$ cat src/rtl/stat_bist_harness_if.sv
// Bus between the BIST harness and its driver: run control, benchmark pattern/response
// path and run status. clk/rst stay outside as plain ports.
interface stat_bist_harness_if #(
    parameter int IN_W     = 32,
    parameter int OUT_W    = 32,
    parameter int PATTERNS = 1024
);
    localparam int CNT_W = $clog2(PATTERNS + 1);

    logic             start_i;
    logic [OUT_W-1:0] golden_i;
    logic [IN_W-1:0]  pattern_o;
    logic             pattern_vld_o;
    logic [OUT_W-1:0] response_i;
    logic             busy_o;
    logic             done_o;
    logic             pass_o;
    logic [OUT_W-1:0] signature_o;
    logic [CNT_W-1:0] count_o;

    modport slave (
        input  start_i, golden_i, response_i,
        output pattern_o, pattern_vld_o, busy_o, done_o, pass_o, signature_o, count_o
    );

    modport master (
        output start_i, golden_i, response_i,
        input  pattern_o, pattern_vld_o, busy_o, done_o, pass_o, signature_o, count_o
    );
endinterface

$ cat src/rtl/stat_bist_harness.sv
// LFSR-driven self-test harness for Stat_* benchmarks: applies PATTERNS stimuli, compacts
// the LAT-delayed responses into a MISR and compares the final signature to a golden value.
module stat_bist_harness #(
    parameter int               IN_W      = 32,
    parameter int               OUT_W     = 32,
    parameter int               PATTERNS  = 1024,
    parameter int               LAT       = 0,
    parameter logic [IN_W-1:0]  LFSR_POLY = IN_W'(32'h0000_00C5),
    parameter logic [IN_W-1:0]  LFSR_SEED = IN_W'(32'h0000_0001),
    parameter logic [OUT_W-1:0] MISR_POLY = OUT_W'(32'h0000_00C5)
) (
    input  logic               clk,
    input  logic               rst,
    stat_bist_harness_if.slave bus
);
    localparam int              CNT_W = $clog2(PATTERNS + 1);
    localparam logic [IN_W-1:0] SEED  = (LFSR_SEED == '0) ? IN_W'(1) : LFSR_SEED;

    typedef enum logic [1:0] {S_IDLE, S_RUN, S_DRAIN, S_DONE} state_e;

    state_e           state_q, state_d;
    logic [IN_W-1:0]  lfsr_q, lfsr_d;
    logic [IN_W-1:0]  last_q, last_d;
    logic [OUT_W-1:0] misr_q, misr_d;
    logic [OUT_W-1:0] golden_q, golden_d;
    logic [CNT_W-1:0] cnt_q, cnt_d;
    logic [3:0]       drain_q, drain_d;
    logic             pass_q, pass_d;
    logic             run;
    logic             vld_del;

    assign run = (state_q == S_RUN);

    // Pattern-valid delayed by the benchmark's pipeline depth gates MISR capture.
    generate
        if (LAT > 0) begin : g_lat
            logic [LAT-1:0] vld_pipe_q;
            always_ff @(posedge clk) begin
                if (rst) vld_pipe_q <= '0;
                else     vld_pipe_q <= (vld_pipe_q << 1) | LAT'(run);
            end
            assign vld_del = vld_pipe_q[LAT-1];
        end else begin : g_nolat
            assign vld_del = run;
        end
    endgenerate

    always_comb begin
        state_d  = state_q;
        lfsr_d   = lfsr_q;
        last_d   = last_q;
        misr_d   = misr_q;
        golden_d = golden_q;
        cnt_d    = cnt_q;
        drain_d  = drain_q;
        pass_d   = pass_q;
        if (vld_del)
            misr_d = {misr_q[OUT_W-2:0], 1'b0} ^ (misr_q[OUT_W-1] ? MISR_POLY : '0) ^ bus.response_i;
        case (state_q)
            S_IDLE, S_DONE: begin
                if (bus.start_i) begin
                    lfsr_d   = SEED;
                    misr_d   = '0;
                    cnt_d    = '0;
                    golden_d = bus.golden_i;
                    pass_d   = 1'b0;
                    state_d  = S_RUN;
                end
            end
            S_RUN: begin
                lfsr_d = {lfsr_q[IN_W-2:0], 1'b0} ^ (lfsr_q[IN_W-1] ? LFSR_POLY : '0);
                last_d = lfsr_q;
                cnt_d  = cnt_q + CNT_W'(1);
                if (cnt_q == CNT_W'(PATTERNS - 1)) begin
                    if (LAT > 0) begin
                        state_d = S_DRAIN;
                        drain_d = '0;
                    end else begin
                        state_d = S_DONE;
                        pass_d  = (misr_d == golden_q);
                    end
                end
            end
            S_DRAIN: begin
                // The last in-flight response lands in the final drain cycle.
                if (drain_q == 4'(LAT - 1)) begin
                    state_d = S_DONE;
                    pass_d  = (misr_d == golden_q);
                end else begin
                    drain_d = drain_q + 4'd1;
                end
            end
            default: ;
        endcase
    end

    always_ff @(posedge clk) begin
        if (rst) begin
            state_q  <= S_IDLE;
            lfsr_q   <= '0;
            last_q   <= '0;
            misr_q   <= '0;
            golden_q <= '0;
            cnt_q    <= '0;
            drain_q  <= '0;
            pass_q   <= 1'b0;
        end else begin
            state_q  <= state_d;
            lfsr_q   <= lfsr_d;
            last_q   <= last_d;
            misr_q   <= misr_d;
            golden_q <= golden_d;
            cnt_q    <= cnt_d;
            drain_q  <= drain_d;
            pass_q   <= pass_d;
        end
    end

    assign bus.pattern_o     = run ? lfsr_q : last_q;
    assign bus.pattern_vld_o = run;
    assign bus.busy_o        = run || (state_q == S_DRAIN);
    assign bus.done_o        = (state_q == S_DONE);
    assign bus.pass_o        = pass_q;
    assign bus.signature_o   = misr_q;
    assign bus.count_o       = cnt_q;
endmodule
$ cat src/flat_wrapper.sv
// flat-port wrapper written by rule: the top's interface ports become plain ports
module stat_bist_harness_flat 
#(
    parameter int               IN_W      = 32,
    parameter int               OUT_W     = 32,
    parameter int               PATTERNS  = 1024,
    parameter int               LAT       = 0,
    parameter logic [IN_W-1:0]  LFSR_POLY = IN_W'(32'h0000_00C5),
    parameter logic [IN_W-1:0]  LFSR_SEED = IN_W'(32'h0000_0001),
    parameter logic [OUT_W-1:0] MISR_POLY = OUT_W'(32'h0000_00C5)
)
  (clk, rst, bus_start_i, bus_golden_i, bus_response_i, bus_pattern_o, bus_pattern_vld_o, bus_busy_o, bus_done_o, bus_pass_o, bus_signature_o, bus_count_o);
  stat_bist_harness_if #(.IN_W(IN_W), .OUT_W(OUT_W), .PATTERNS(PATTERNS)) bus_i ();
  input  logic clk;
  input  logic rst;
  input wire logic [$bits(bus_i.start_i)-1:0] bus_start_i;
  input wire logic [$bits(bus_i.golden_i)-1:0] bus_golden_i;
  input wire logic [$bits(bus_i.response_i)-1:0] bus_response_i;
  output wire logic [$bits(bus_i.pattern_o)-1:0] bus_pattern_o;
  output wire logic [$bits(bus_i.pattern_vld_o)-1:0] bus_pattern_vld_o;
  output wire logic [$bits(bus_i.busy_o)-1:0] bus_busy_o;
  output wire logic [$bits(bus_i.done_o)-1:0] bus_done_o;
  output wire logic [$bits(bus_i.pass_o)-1:0] bus_pass_o;
  output wire logic [$bits(bus_i.signature_o)-1:0] bus_signature_o;
  output wire logic [$bits(bus_i.count_o)-1:0] bus_count_o;
  assign bus_i.start_i = bus_start_i;
  assign bus_i.golden_i = bus_golden_i;
  assign bus_i.response_i = bus_response_i;
  assign bus_pattern_o = bus_i.pattern_o;
  assign bus_pattern_vld_o = bus_i.pattern_vld_o;
  assign bus_busy_o = bus_i.busy_o;
  assign bus_done_o = bus_i.done_o;
  assign bus_pass_o = bus_i.pass_o;
  assign bus_signature_o = bus_i.signature_o;
  assign bus_count_o = bus_i.count_o;
  stat_bist_harness #(.IN_W(IN_W), .OUT_W(OUT_W), .PATTERNS(PATTERNS), .LAT(LAT), .LFSR_POLY(LFSR_POLY), .LFSR_SEED(LFSR_SEED), .MISR_POLY(MISR_POLY)) u_core (.clk(clk), .rst(rst), .bus(bus_i));
endmodule
$ cat config.mk
export PLATFORM = sky130hd
export DESIGN_NAME = stat_bist_harness_flat
export DESIGN_NICKNAME = d
export VERILOG_FILES = /design/src/rtl/stat_bist_harness_if.sv /design/src/rtl/stat_bist_harness.sv /design/src/flat_wrapper.sv
export SDC_FILE = /design/constraint.sdc
export NUM_CORES = 1
export LEC_CHECK = 0
export CAP_MARGIN = 20
export CORE_MARGIN = 2
export CORE_UTILIZATION = 54
export DETAILED_ROUTE_END_ITERATION = 16
export GPL_ROUTABILITY_DRIVEN = 0
export HOLD_SLACK_MARGIN = 0.15
export PLACE_DENSITY = 0.89
export SYNTH_ARGS = -nofsm -noshare
export SYNTH_HDL_FRONTEND = slang
export SYNTH_SLANG_ARGS = --single-unit
$ cat constraint.sdc
create_clock -name clk -period 2.8 [get_ports clk]
set_input_delay 0.56 -clock clk [delete_from_list [all_inputs] [get_ports clk]]
set_output_delay 0.56 -clock clk [all_outputs]
set_load 0.02 [all_outputs]
==> impl_metrics.csv <==
group,metric,value,unit
outcome,outcome,"finished, final reports clean",
worst_setup_path,crit_type,"reg2out",
clock_network,clock-sinks,146,
clock_network,clk_latency,0.42,ns
layout,diodes,0,
synth,ys_seq_area_frac,0.463,
synth,synth_top_family_by_area,"simple AND/OR/NAND/NOR gates",
sta,tightest_slew,0.716,ns
global_routing,grt_overflow,0,
worst_setup_path,worstPathRequired,2.24,ns
synth,avgSynthCellArea,9.32,µm²
placed_design,placed_cells,931,
sta,finalCritPeriodShare,0.961,
die,die_w,112,µm
power_and_ir_drop,leakage,0.00325,µW
worst_setup_path,worst_ep_arrival_time,2.13,ns
sta,finalHoldViolations,0,
power_and_ir_drop,power,7810,µW
global_routing,grt_max_degree,71,
worst_setup_path,max_stage_delay,0.55,ns
worst_setup_path,crit-reg2reg-launch,"u_core.state_q[0]",
layout,nNetsFinal,882,
worst_setup_path,cp_max_fo,18,
synth,yosys_most_used_dff,"dfxtp_1",
worst_setup_path,crit_path_start_kind,"flop",
die,fp.dieH,112,µm
sta,slew_viol_final,0,
sta,slew_headroom,0.523,
clock_network,cts_root_buffer,"clkbuf_16",
worst_setup_path,end_kind,"primary output",
clock_network,clk_pin_slew,0.06,ns
sta,tns,0,ns
routing,drc_errors,0,
die,start_util,0.553,
synth,synth.mux.area_fraction,0.0666,
routing,wirelength,17500,µm
placed_design,place_hpwl,11700,µm
sta,hold_ws,0.473,ns
worst_hold_path,min_path_type,"reg2reg",
placed_design,portBuffers,145,
synth,synthCells,678,
sta,fmax,0.372,GHz
synth,synthesis.area,6320,µm²
sta,min_period,2.69,ns
routing,num_vias,5465,
sta,setup_viol,0,
sta,rsz0062_at_grt,"no",
clock_network,cts_buffer_depth,2,
clock_network,htree_levels,4,
synth,synth_xor_area_frac,0.151,
global_routing,antenna_found_initial,0,
clock_network,cts_hold_buf,0,
global_routing,grt_usage,0.281,
routing,avgRoutedWirePerCell,18.1,µm
die,ios,146,
synth,ys_ff_latch,146,
synth,syn-num-nets,750,
die,rows,39,
worst_setup_path,slowest_stage,"clkdlybuf4s50_1",
power_and_ir_drop,p_per_area,916,nW/µm²
worst_setup_path,worstSetupStartpoint,"u_core.state_q[0]",
layout,drive_above_1_share,0.102,
worst_setup_path,crit_chain,"ha_4, buf_12, mux2_2, clkdlybuf4s50_1",
synth,yosys.area_share.simple,0.160,
routing,avgViaCountPerCell,5.66,
synth,ys_warn_count,0,
synth,synth_adder_area_share,0.00990,
sta,fin_skew,0.00917,ns
routing,drtPass1Iterations,7,
run,max-cap-violations,0,
synth,synth_compound_area_frac,0.120,
clock_network,cts_tree,"done",
synth,ys_types,42,
die,core,11400,µm²
die,dieArea,12600,µm²
routing,drtIter0Drc,446,
worst_hold_path,min_from,"u_core.golden_q[21]",
global_routing,first_global_vias,5435,
layout,fin_cells,965,
synth,async_flop_share,0,
layout,synthToLayoutAreaGrowth,35.0,%
routing,ant_nets,0,
global_routing,grt_pass1_wl,28200,µm
synth,synth_edf_count,0,
power_and_ir_drop,ir_drop,0.681,mV
clock_network,cts_made_buffers,17,
-- flip-flops by register name (all words and copies together), names as in the netlist --
register,count
u_core.lfsr_q,32
u_core.last_q,32
u_core.bus.count_o,11
u_core.state_q,2
u_core.golden_q,32
u_core.drain_q,4
u_core.bus.signature_o,32
u_core.bus.pass_o,1
-- area by class of cell --
class	instances	area, µm²
multi-input combinational	484	3220
sequential	146	2920
fill	710	2890
timing repair buffer	155	1560
clock buffer	17	425
clock inverter	14	193
tap	143	179
inverter	6	22.5
-- worst max-delay path: cells and delay by family, from the launching register on --
family / cells / cell delay [ns]
flip-flops: 1 / 0.41
buffers and inverters: 2 / 0.71
multiplexers: 1 / 0.38
adder cells (fa/ha/maj): 1 / 0.19
-- timing repair --
item	CTS	global route
endpoints found under the setup margin	32	0
buffers inserted	2	0
gates resized for setup	0	0
hold endpoints to repair	0	0
-- synthesized netlist by cell type (2+ instances only) --
cell,instances,area (µm²)
ha_1,5,62.6
nor2b_1,32,200
a211oi_1,28,210
nand4_1,10,62.6
nand2_1,73,274
nand3_1,6,30.0
mux2_2,32,360
nand2b_1,3,18.8
buf_1,8,30.0
xnor2_1,46,403
xor2_1,52,455
o21ai_0,4,20.0
xnor2_2,3,48.8
buf_2,2,10.0
or4_1,2,15.0
nor4_1,5,31.3
mux2i_1,6,60.1
a22oi_1,33,248
nor3_1,3,15.0
clkbuf_1,31,116
or3_1,4,25.0
inv_1,6,22.5
nor2_1,77,289
and2_1,2,12.5
dfxtp_1,146,2920
a21oi_1,41,205
o21ai_1,3,15.0
-- report_power, final --
group / switching (µW) / internal (µW)
Sequential: 347 / 2330
Combinational: 1580 / 1160
Clock: 952 / 1430
-- placed cells by master (no fill, tap or decap), types with 3 or more instances in the layout --
cell / count
nand3_1: 6
o21ai_0: 4
or3_1: 4
mux2i_1: 6
dfxtp_1: 146
clkdlybuf4s50_1: 144
nor4_1: 5
ha_1: 4
nor2b_1: 32
inv_1: 6
nand4_1: 10
o21ai_1: 3
clkbuf_16: 17
buf_4: 7
a21oi_1: 40
inv_6: 6
mux2_2: 32
a211oi_1: 28
nand2b_1: 3
inv_8: 3
xnor2_1: 46
nor3_1: 3
bufinv_16: 3
xnor2_2: 3
a22oi_1: 33
nor2_1: 77
xor2_1: 52
nand2_1: 73
-- layer usage --
layer / wire, µm / global-route usage / vias to the layer above
met5: 0 / 0 / -
met2: 8680 / 0.472 / 267
met4: 456 / 0.110 / 0
met3: 1410 / 0.0869 / 49
met1: 6950 / 0.337 / 2581
li1: - / - / 2568
-- through the flow --
stage	worst slack, ns	utilization	instance area [µm²]
floorplan	0.521	-	6320
global placement	0.143	0.688	7860
detailed placement	0.193	0.688	7860
CTS	0.115	0.745	8510
global route	0.0491	0.747	8530
finish	0.110	0.747	8530
-- final timing paths --
check,to,slack [ns],cells after the start
max,bus_pattern_o[6],0.11,4
min,u_core.golden_q[21],0.47,2
max reg2reg,u_core.bus.pass_o,0.48,9
min reg2reg,u_core.golden_q[21],0.47,2
-- kinds of logic (layout without fill, tap and decap cells) --
family          after synthesis  after routing
flops                       146            146
compound gates              117            117
xor+xnor                    103            103
buf+inv                      48            192
mux                          38             38
fa+ha+maj                     5              5
simple gates                221            221
(Power assumes the default switching activity.)
